[src/rtl/desplazamiento_izquierda_secuencial.sv]
// Multi-cycle logical left shifter: captures an operand and a 0..7 shift amount,
// shifts one bit per clock and publishes the result and last carry-out with a done pulse.
module desplazamiento_izquierda_secuencial (
  input  logic       clk,
  input  logic       rst_n,
  input  logic       inicio,
  input  logic [7:0] valor_in,
  input  logic [2:0] cant_mov,
  output logic [7:0] valor_desplazado,
  output logic       acarreo,
  output logic       ocupado,
  output logic       listo
);

  typedef enum logic [1:0] {
    REPOSO      = 2'd0,
    DESPLAZANDO = 2'd1,
    FIN         = 2'd2
  } estado_t;

  estado_t    estado;
  logic [7:0] reg_d;
  logic [2:0] cnt;
  logic       c_int;

  // ocupado/listo are registered alongside the state so they mirror it exactly
  always_ff @(posedge clk) begin
    if (!rst_n) begin
      estado           <= REPOSO;
      reg_d            <= 8'h00;
      cnt              <= 3'd0;
      c_int            <= 1'b0;
      valor_desplazado <= 8'h00;
      acarreo          <= 1'b0;
      ocupado          <= 1'b0;
      listo            <= 1'b0;
    end else begin
      case (estado)
        REPOSO: begin
          if (inicio) begin
            reg_d   <= valor_in;
            cnt     <= cant_mov;
            c_int   <= 1'b0;
            ocupado <= 1'b1;
            if (cant_mov == 3'd0) begin
              estado           <= FIN;
              listo            <= 1'b1;
              valor_desplazado <= valor_in;
              acarreo          <= 1'b0;
            end else begin
              estado <= DESPLAZANDO;
              listo  <= 1'b0;
            end
          end
        end
        DESPLAZANDO: begin
          reg_d <= {reg_d[6:0], 1'b0};
          c_int <= reg_d[7];
          cnt   <= cnt - 3'd1;
          // The last shift publishes its own outcome so it is valid during FIN
          if (cnt == 3'd1) begin
            estado           <= FIN;
            listo            <= 1'b1;
            valor_desplazado <= {reg_d[6:0], 1'b0};
            acarreo          <= reg_d[7];
          end
        end
        FIN: begin
          estado  <= REPOSO;
          ocupado <= 1'b0;
          listo   <= 1'b0;
        end
        default: begin
          estado  <= REPOSO;
          ocupado <= 1'b0;
          listo   <= 1'b0;
        end
      endcase
    end
  end

endmodule

[config.mk]
export PLATFORM = sky130hd
export DESIGN_NAME = desplazamiento_izquierda_secuencial
export DESIGN_NICKNAME = d
export VERILOG_FILES = /design/src/rtl/desplazamiento_izquierda_secuencial.sv
export SDC_FILE = /design/constraint.sdc
export NUM_CORES = 1
export LEC_CHECK = 0
export ABC_CLOCK_PERIOD_IN_PS = 2000
export CORE_MARGIN = 1.5
export CORE_UTILIZATION = 48
export DETAILED_ROUTE_END_ITERATION = 10
export PLACE_DENSITY = 0.77
export SLEW_MARGIN = 10
export SYNTH_ARGS = -nofsm -noshare
export SYNTH_HDL_FRONTEND = slang
export SYNTH_SLANG_ARGS = --single-unit
[constraint.sdc]
create_clock -name clk -period 2 [get_ports clk]
set_input_delay 0.4 -clock clk [delete_from_list [all_inputs] [get_ports clk]]
set_output_delay 0.4 -clock clk [all_outputs]
set_load 0.02 [all_outputs]
== Yosys cells after proc, flatten, opt, wreduce, memory -nomap -nowiden ==
Index checks and enable logic that the tools add are counted.
Operators by class
  bitwise gates (word level): 1
  reductions and logical operators: 7
  add/subtract/negate cells: 1
  $mul: 0
  equality and inequality tests: 5
  multiplexer cells: 22
  magnitude comparators: 0
  divide/modulo/power cells: 0
  shift-type cells: 0
Operators by type and width (number)
  $mux 8: 4
  $pmux 8 s2: 2
  $mux 1: 7
  $mux 2: 3
  $ne 2x2->1 const B: 3
  $pmux 1 s2: 3
  $pmux 3 s2: 1
  $reduce_and 2->1: 3
  $pmux 2 s2: 1
  $reduce_and 4->1: 1
  $eq 3x1->1 const B: 1
  $logic_not 3->1: 1
  $mux 3: 1
  $sub 3x1->3 const B: 1
  $eq 2x1->1 const B: 1
  $logic_not 2->1: 1
  $reduce_bool 2->1: 1
  $not 1->1: 1
Word-level totals
  memories kept: 0
  input bits: 14
  memory bits (writable): 0
  bits in registers: 24
  bits in latches: 0
  ROM bits: 0

== Logic depth before layout (Yosys ltp) ==
Gate-level depths: netlist (run 1).
  depth after elaboration: 4
  mapped depth: 6
  gate-level depth less buffers: 5

== Least setup slack after synthesis (run 1) ==
OpenSTA, ideal clock, no wires.
  path type: register to register
  start point: reg estado[1]
  end point: reg valor_desplazado[1]
  arrival: 1.469 ns
  setup time: 0.087 ns
  path slack: 0.444 ns
  path buffers: 1
  stages on the path, launching flop included: 5
  cell sequence: dfxtp_1 or3b_4 or2_1 buf_4 a221oi_2
On the way
  longest elaborated chain between the ends: 3
RTL lines
  start: declaration: RTL line 21  | estado_t estado;
  start signal: assignment: RTL line 29  | estado <= REPOSO;
  start signal: assignment: RTL line 46  | estado <= FIN;
  start signal: assignment: RTL line 51  | estado <= DESPLAZANDO;
  $eq 2x1->1 or $logic_not 2->1 (tied branches): RTL line 38  | case (estado)
  $ne 2x2->1 (no line) or $reduce_bool 2->1 (tied branches)
  $reduce_and 4->1 (no line)
  end signal: assignment: RTL line 48  | valor_desplazado <= valor_in;
  end signal: assignment: RTL line 64  | valor_desplazado <= {reg_d[6:0], 1'b0};
  end: declaration: RTL line 9  | output logic [7:0] valor_desplazado,
Parallel ways exist; a longest one is shown, timed or not.
A chain may end at the register's enable or synchronous reset.

==> results of run 1 <==
[worst register-to-register path, delay by kind of cell, from the launching register on]
family	cells	cell delay (ps)
compound gates	1	290
flops	1	440
simple gates	2	820
[flip-flops by register name, summed over array words and instances (netlist names)]
| signal | flops |
|---|---|
| valor_desplazado | 8 |
| acarreo | 1 |
| estado | 2 |
| ocupado | 1 |
| reg_d | 8 |
| cnt | 3 |
[worst max path at each step]
| stage | from | end | slack (ps) | depth (start not counted) |
|---|---|---|---|---|
| 2_1_floorplan | estado[1] | valor_desplazado[1] | 440 | 4 |
| 3_3_place_gp | inicio | valor_desplazado[7] | 2 | 4 |
| 3_5_place_dp | inicio | valor_desplazado[1] | -50 | 4 |
| 4_1_cts | estado[1] | listo | 60 | 1 |
| 5_1_grt | estado[1] | listo | 130 | 1 |
| 6_report | estado[1] | listo | 200 | 1 |
[timing repair]
| action | 4_1_cts | 5_1_grt |
|---|---|---|
| hold buffers | 0 | 0 |
| endpoints found under the setup margin | 0 | 1 |
| gates resized for setup | 0 | 1 |
[synth_stat cells, drive strengths merged (2+ instances only)]
master | count | area, um2
dfxtp | 23 | 460.4
a21oi | 6 | 30.03
nand3 | 2 | 10.01
clkbuf | 3 | 11.26
nand2 | 2 | 7.510
mux2i | 7 | 70.07
o21ai | 2 | 13.76
ha | 2 | 25.02
inv | 5 | 18.77
nor2 | 16 | 60.06
a211oi | 9 | 67.56
o211ai | 4 | 30.03
buf | 4 | 25.02
nand2b | 2 | 12.51
a221oi | 8 | 113.9
[area by class of cell]
cell class              instances  area share [%]
clock buffers                   3           1.546
clock inverters                 1          0.3436
inverters                       6           1.546
multi-input cells              76           39.95
flip-flops and latches         23           31.70
well taps                      28           2.405
repair buffers                 34           22.51
[cells by family (layout without fill, tap and decap cells)]
kind of cell / count (synthesis) / in the layout / synth area share [%]
flops: 23 / 23 / 41.82
compound gates: 33 / 33 / 26.36
mux: 7 / 7 / 6.364
buf+inv: 13 / 44 / 5.340
simple gates: 34 / 34 / 17.84
fa+ha+maj: 2 / 2 / 2.272
[per-layer routing]
layer,vias to the layer above,global-route usage (%),routed length [um]
li1,478,-,-
met5,-,0,0
met2,19,33.77,1183
met3,2,3.509,85
met4,0,9.459,16
met1,445,30.26,1124
[through the flow]
step,cell area (um2),hold WS (ps),total power [mW],util (%)
after floorplan,1101,448.3,0.7070,-
after global placement,1428,454.4,0.8039,65.16
final,1456,486.1,1.020,66.48
after CTS,1455,487.1,1.031,66.42
after detailed placement,1428,465.1,0.8112,65.16
after global routing,1456,513.0,1.078,66.48
[report_power, final]
group	switching, mW	total (mW)	internal [mW]
clock network	0.143	0.218	0.0748
logic	0.134	0.269	0.135
registers	0.0325	0.533	0.501
==> impl_metrics.yaml, run 1 <==
outcome:
  outcome: "complete, no violations"
sta:
  maxSlewHeadroom_pct: 59.79
  finalWorstSetupSlack_ps: 196.8
  hold_viol: 0
  fin_skew_ps: 1.424
  setup_tns_ps: 0
  finalCritPeriodShare_pct: 90.16
  setup_viol_count_final: 0
  fmax_mhz: 554.6
  finalMaxSlewViolations: 0
  rsz0062_at_grt: "false"
  worstMarginPinSlew_ps: 603.2
  period_needed_ps: 1803
setup_path:
  path_class: "reg -> out"
  crit_family: "buffers and inverters"
  cp_cell_sequence: "clkdlybuf4s50_1"
  required_ps: 1600
  worstPathArrival_ps: 1400
  path_buf_inv: 1
  slowest_delay_ps: 640
  rr_startpoint: "estado[0]"
  critical-path-slowest-cell: "clkdlybuf4s50_1"
  r2r_cells: 3
  path_max_fanout: 11
  critPathLaunchType: "flip-flop"
  crit_path_end_kind: "output pin"
  rrSetupSlack_ps: 370
  reg2reg_to: "valor_desplazado[1]"
place:
  gp_congestion: 0.8232
  place_ws_ps: -50.89
  hpwl_mm: 1.787
  portBuffers: 24
  dp.cells: 167
grt:
  grt_pass1_vias: 892
  grt_usage_pct: 21.88
  grt_overflow: 0
  antenna_found_initial: 0
  grt_max_degree: 21
  grt_pass1_wl_mm: 4.209
die:
  io_pins: 25
  rows: 17
  die_h_um: 50.90
  fp.coreArea_mm2: 0.002191
  dieArea_mm2: 0.002590
  fp.dieW_um: 50.90
  start_util_pct: 50.26
pwr:
  power_leakage_nw: 0.5488
  ir_drop_mv: 0.6011
  powerDensity_mw_per_mm2: 700.4
synth:
  synthCells: 112
  avgSynthCellArea_um2: 9.831
  synth.distinct_cells: 35
  syn_nets: 128
  seq_area_frac_synth_pct: 41.82
  synthArstFlopShare_pct: 0
  synth_edf_count: 0
  synth_flop_cell: "dfxtp_1"
  syn_area_mm2: 0.001101
  yosysWarnings: 0
  ys_seq_elements: 23
final_layout:
  final_nets: 160
  antennaDiodeCount: 0
  instances_no_fill: 171
  final_common_cell: "clkdlybuf4s50_1"
  multi_input_area_um2: 581.8
  mostFrequentLayoutCells: "clkdlybuf4s50_1, dfxtp_1, nor2_1"
  drive_gt1_share_pct: 18.88
  fill_cells: 178
  area_delta_synth_final_pct: 32.27
  seq_area_um2: 461.7
clock_network:
  cts_root_buffer: "clkbuf_4"
  cts_tree: "built"
  post_cts_buffers: 0
  clock_path_buffers: 2
  clkSlewWorstSetupHoldPaths_ps: 130
  h-tree-depth: 1
  clk_latency_ps: 310
  numCtsBuffers: 3
  cts.sinks: 23
flow_run:
  max_cap_violations: 0
worst_hold_path:
  hold_class: "reg -> reg"
  holdPathEnd: "acarreo"
  hp-start: "reg_d[7]"
  hold_depth: 2
drt:
  vias: 944
  drt_iter0_drc: 12
  antenna_left: 0
  viasPerCell: 5.520
  routed_wl_mm: 2.409
  drc: 0
  first_pass_iters: 4
  wire_per_inst_um: 14.09
Note: power is estimated with default switching activity, not from simulation.
==> run 2, diff against run 1 <==
ABC_CLOCK_PERIOD_IN_PS = unset   (was 2000)
clock period = 1.9 ns   (was 2 ns; I/O delays follow)
==> run 2 against run 1 <==
Setup slack worse by 63 ps. Clock power up 5%. Design area up 0.51%. Critical endpoint unchanged. Largest power group unchanged.
==> impl_metrics.yaml, run 2 (synthesized netlist as in run 1, its figures left out) <==
sta:
  fin_skew_ps: 4.477
  hold_viol: 0
  worstMarginPinSlew_ps: 580.3
  finalCritPeriodShare_pct: 92.96
  period_needed_ps: 1766
  setup_viol_count_final: 0
  maxSlewHeadroom_pct: 61.31
  finalMaxSlewViolations: 0
  rsz0062_at_grt: "false"
  fmax_mhz: 566.2
  holdWs_ps: 490.1
clock_network:
  numCtsBuffers: 3
  clkSlewWorstSetupHoldPaths_ps: 130
  cts_tree: "built"
  cts_hold_buf: 0
  clk_latency_ps: 310
  cts_root_buffer: "clkbuf_4"
  clock_path_buffers: 2
  cts.sinks: 23
  h-tree-depth: 1
grt:
  antenna_found_initial: 0
  grt_pass1_wl_mm: 4.195
  grt_max_degree: 21
  use_met1_pct: 27.85
  grt_busiest_layer: "met2"
  grt_overflow: 0
  grt_usage_pct: 21.48
  grt_pass1_vias: 922
  use_met2_pct: 37.72
  met3_usage_pct: 2.924
setup_path:
  rr_startpoint: "estado[1]"
  crit_family: "buffers and inverters"
  path_class: "reg -> out"
  crit_path_end_kind: "output pin"
  path_max_fanout: 11
  required_ps: 1520
  critical-path-slowest-cell: "clkdlybuf4s50_1"
  slowest_delay_ps: 630
  timing.critical_path.from: "estado[1]"
  cp_cell_sequence: "clkdlybuf4s50_1"
  critPathLaunchType: "flip-flop"
  worstPathArrival_ps: 1390
  path_buf_inv: 1
drt:
  vias: 957
  routed_wl_mm: 2.579
  wire_per_inst_um: 14.99
  antenna_left: 0
  viasPerCell: 5.564
  first_pass_iters: 4
  drc: 0
  drt_iter0_drc: 13
place:
  gp_congestion: 0.8240
  portBuffers: 24
  hpwl_mm: 1.928
final_layout:
  final_nets: 161
  final_common_cell: "clkdlybuf4s50_1"
  mostFrequentLayoutCells: "clkdlybuf4s50_1, dfxtp_1, nor2_1"
  fill_cells: 184
  antennaDiodeCount: 0
  area_delta_synth_final_pct: 32.95
  multi_input_area_um2: 581.8
  seq_area_um2: 461.7
  reg.largest.list: "reg_d: 8 flops, valor_desplazado: 8 flops, cnt: 3 flops"
  drive_gt1_share_pct: 19.44
die:
  io_pins: 25
  fp.dieW_um: 50.90
  start_util_pct: 50.26
  fp.coreArea_mm2: 0.002191
  die_h_um: 50.90
  rows: 17
  dieArea_mm2: 0.002590
pwr:
  share_seq_of_total_power_pct: 51.7
  power_leakage_nw: 0.5539
  powerDensity_mw_per_mm2: 737.8
  sw_frac_of_total_pct: 30.47
  pwr-share-clk_pct: 21.2
  switchingPower_uw: 329.1
  power.total_mw: 1.080
  p_int_uw: 751.0
  ir_drop_mv: 0.3961
  p_comb_share_pct: 27.1
outcome:
  outcome: "complete, no violations"
worst_hold_path:
  hold_class: "reg -> reg"
  hp-start: "ocupado"
flow_run:
  max_cap_violations: 0
[run 2: what timing repair did]
item,in CTS,in global routing
resized for setup,1,0
buffers inserted,0,0
setup endpoints to repair,1,0
[run 2: power by group through the flow]
stage	sequential (mW)	combinational, mW	clock, mW
2_1_floorplan	0.578	0.166	0
3_3_place_gp	0.567	0.283	0
3_5_place_dp	0.569	0.292	0
4_1_cts	0.558	0.294	0.232
5_1_grt	0.564	0.321	0.252
6_report	0.558	0.292	0.229
[run 2: cell type report]
| class | count | area share [%] |
|---|---|---|
| Clock inverter | 1 | 0.3419 |
| Inverter | 6 | 1.538 |
| Timing Repair Buffer | 35 | 22.91 |
| Sequential cell | 23 | 31.54 |
| Multi-Input combinational cell | 76 | 39.74 |
| Tap cell | 28 | 2.393 |
| Clock buffer | 3 | 1.538 |
[run 2: routing by layer]
layer | up-vias | wire length (um)
li1 | 485 | -
met1 | 449 | 1181
met2 | 19 | 1313
met3 | 4 | 67
met4 | 0 | 17
met5 | - | 0
[run 2: final timing paths]
| kind | slack (ps) | endpoint | cells past startpoint |
|---|---|---|---|
| worst max-delay path | 130 | listo | 1 |
| worst min-delay path | 490 | ocupado | 2 |
| worst max register to register | 300 | valor_desplazado[1] | 3 |
| worst min register to register | 490 | ocupado | 2 |
[run 2: per-stage QoR]
stage	worst slack (ps)	TNS, ps	instance area, um2	std cells	utilization (%)
floorplan	343.8	0	1101	112	-
global placement	-79.73	-585.3	1435	168	65.51
detailed placement	-146.3	-987.8	1435	168	65.51
CTS	125.6	0	1464	172	66.82
global route	79.97	0	1464	172	66.82
finish	133.7	0	1464	172	66.82
==> run 3, diff against run 2 <==
PLACE_DENSITY = 0.87   (was 0.77)
==> run 3 against run 2 <==
Largest cell class unchanged. Wire length fell by 2.4%. Clock skew down 1.1 ps. Setup slack improved by 16 ps. Fmax rose by 0.89%. Highest routed layer is now met3. Sequential cell count stayed put. Global-route usage up 0.78 points. Non-clock buffer count shrank 2.
==> impl_metrics.yaml, run 3 (synthesized netlist as in run 1, its figures left out) <==
die:
  fp.coreArea_mm2: 0.002191
  io_pins: 25
  start_util_pct: 50.26
  dieArea_mm2: 0.002590
  fp.dieW_um: 50.90
  die_h_um: 50.90
  rows: 17
final_layout:
  postLayoutCoreUtil_pct: 66.08
  area_delta_synth_final_pct: 31.48
  multi_input_area_um2: 581.8
  mostFrequentLayoutCells: "clkdlybuf4s50_1, dfxtp_1, nor2_1"
  reg.largest.list: "reg_d: 8 flops, valor_desplazado: 8 flops, cnt: 3 flops"
  design_area_mm2: 0.001448
  final_nets: 159
  fill_cells: 179
  seq_area_um2: 461.7
  drive_gt1_share_pct: 17.61
  antennaDiodeCount: 0
  final_common_cell: "clkdlybuf4s50_1"
sta:
  holdWs_ps: 498.6
  maxSlewHeadroom_pct: 63.40
  finalCritPeriodShare_pct: 92.14
  rsz0062_at_grt: "false"
  fin_skew_ps: 3.366
  hold_viol: 0
  setup_viol_count_final: 0
  period_needed_ps: 1751
  worstMarginPinSlew_ps: 549.1
  setup_tns_ps: 0
  fmax_mhz: 571.2
  finalMaxSlewViolations: 0
drt:
  antenna_left: 0
  drt_iter0_drc: 14
  first_pass_iters: 4
  drc: 0
  viasPerCell: 5.635
  wire_per_inst_um: 14.81
  vias: 958
  routed_wl_mm: 2.517
clock_network:
  clock_path_buffers: 2
  cts_tree: "built"
  ctsResizeCount: 0
  numCtsBuffers: 3
  cts_root_buffer: "clkbuf_4"
  cts.sinks: 23
  post_cts_buffers: 0
  clkSlewWorstSetupHoldPaths_ps: 120
  h-tree-depth: 1
  clk_latency_ps: 300
  cts_hold_buf: 0
setup_path:
  worstPathArrival_ps: 1370
  path_max_fanout: 11
  crit_path_end_kind: "output pin"
  crit_family: "buffers and inverters"
  slowest_delay_ps: 630
  critical-path-slowest-cell: "clkdlybuf4s50_1"
  required_ps: 1520
  path_buf_inv: 1
  cp_cell_sequence: "clkdlybuf4s50_1"
  path_class: "reg -> out"
  critPathLaunchType: "flip-flop"
grt:
  grt_usage_pct: 22.26
  grt_max_degree: 21
  grt_overflow: 0
  grt_pass1_vias: 971
  grt_pass1_wl_mm: 4.395
  antenna_found_initial: 0
worst_hold_path:
  hold_class: "reg -> reg"
outcome:
  outcome: "complete, no violations"
pwr:
  power.total_mw: 1.069
  ir_drop_mv: 0.4615
  power_leakage_nw: 0.5416
  powerDensity_mw_per_mm2: 738.5
place:
  portBuffers: 24
  hpwl_mm: 1.858
  dpl_cell_area_mm2: 0.001420
  gp_congestion: 0.8272
flow_run:
  max_cap_violations: 0
[run 3: area by class of cell]
| type | count | share of cell area [%] |
|---|---|---|
| flip-flops and latches | 23 | 31.89 |
| multi-input cells | 76 | 40.19 |
| inverters | 6 | 1.556 |
| clock buffers | 4 | 1.815 |
| well taps | 28 | 2.420 |
| repair buffers | 33 | 22.13 |
[run 3: per-stage QoR]
stage	worst slack [ps]	instances
global route	86.86	170
CTS	8.921	170
detailed placement	-134.5	166
floorplan	343.8	112
finish	149.4	170
global placement	-96.14	166
[run 3: where the power goes]
group / internal (mW) / switching [mW]
Sequential: 0.527 / 0.0358
Clock: 0.0818 / 0.141
Combinational: 0.141 / 0.143
[run 3: layer usage]
metal | global-route usage (%) | share of wire (%)
met5 | 0 | 0
met4 | 3.604 | 0
met3 | 3.801 | 2.7
met2 | 42.32 | 54
met1 | 26.38 | 43
[run 3: worst paths after layout]
check / start / endpoint / slack [ps] / cells past startpoint
max: estado[1] / listo / 150 / 1
min reg2reg: reg_d[7] / acarreo / 500 / 2
max reg2reg: estado[0] / valor_desplazado[5] / 280 / 3
min: reg_d[7] / acarreo / 500 / 2
[run 3: tightest hold or removal path, cell delays in order, from the launching register on]
cell	delay [ps]
dfxtp_1	340
nand3_1	70
a21oi_1	60
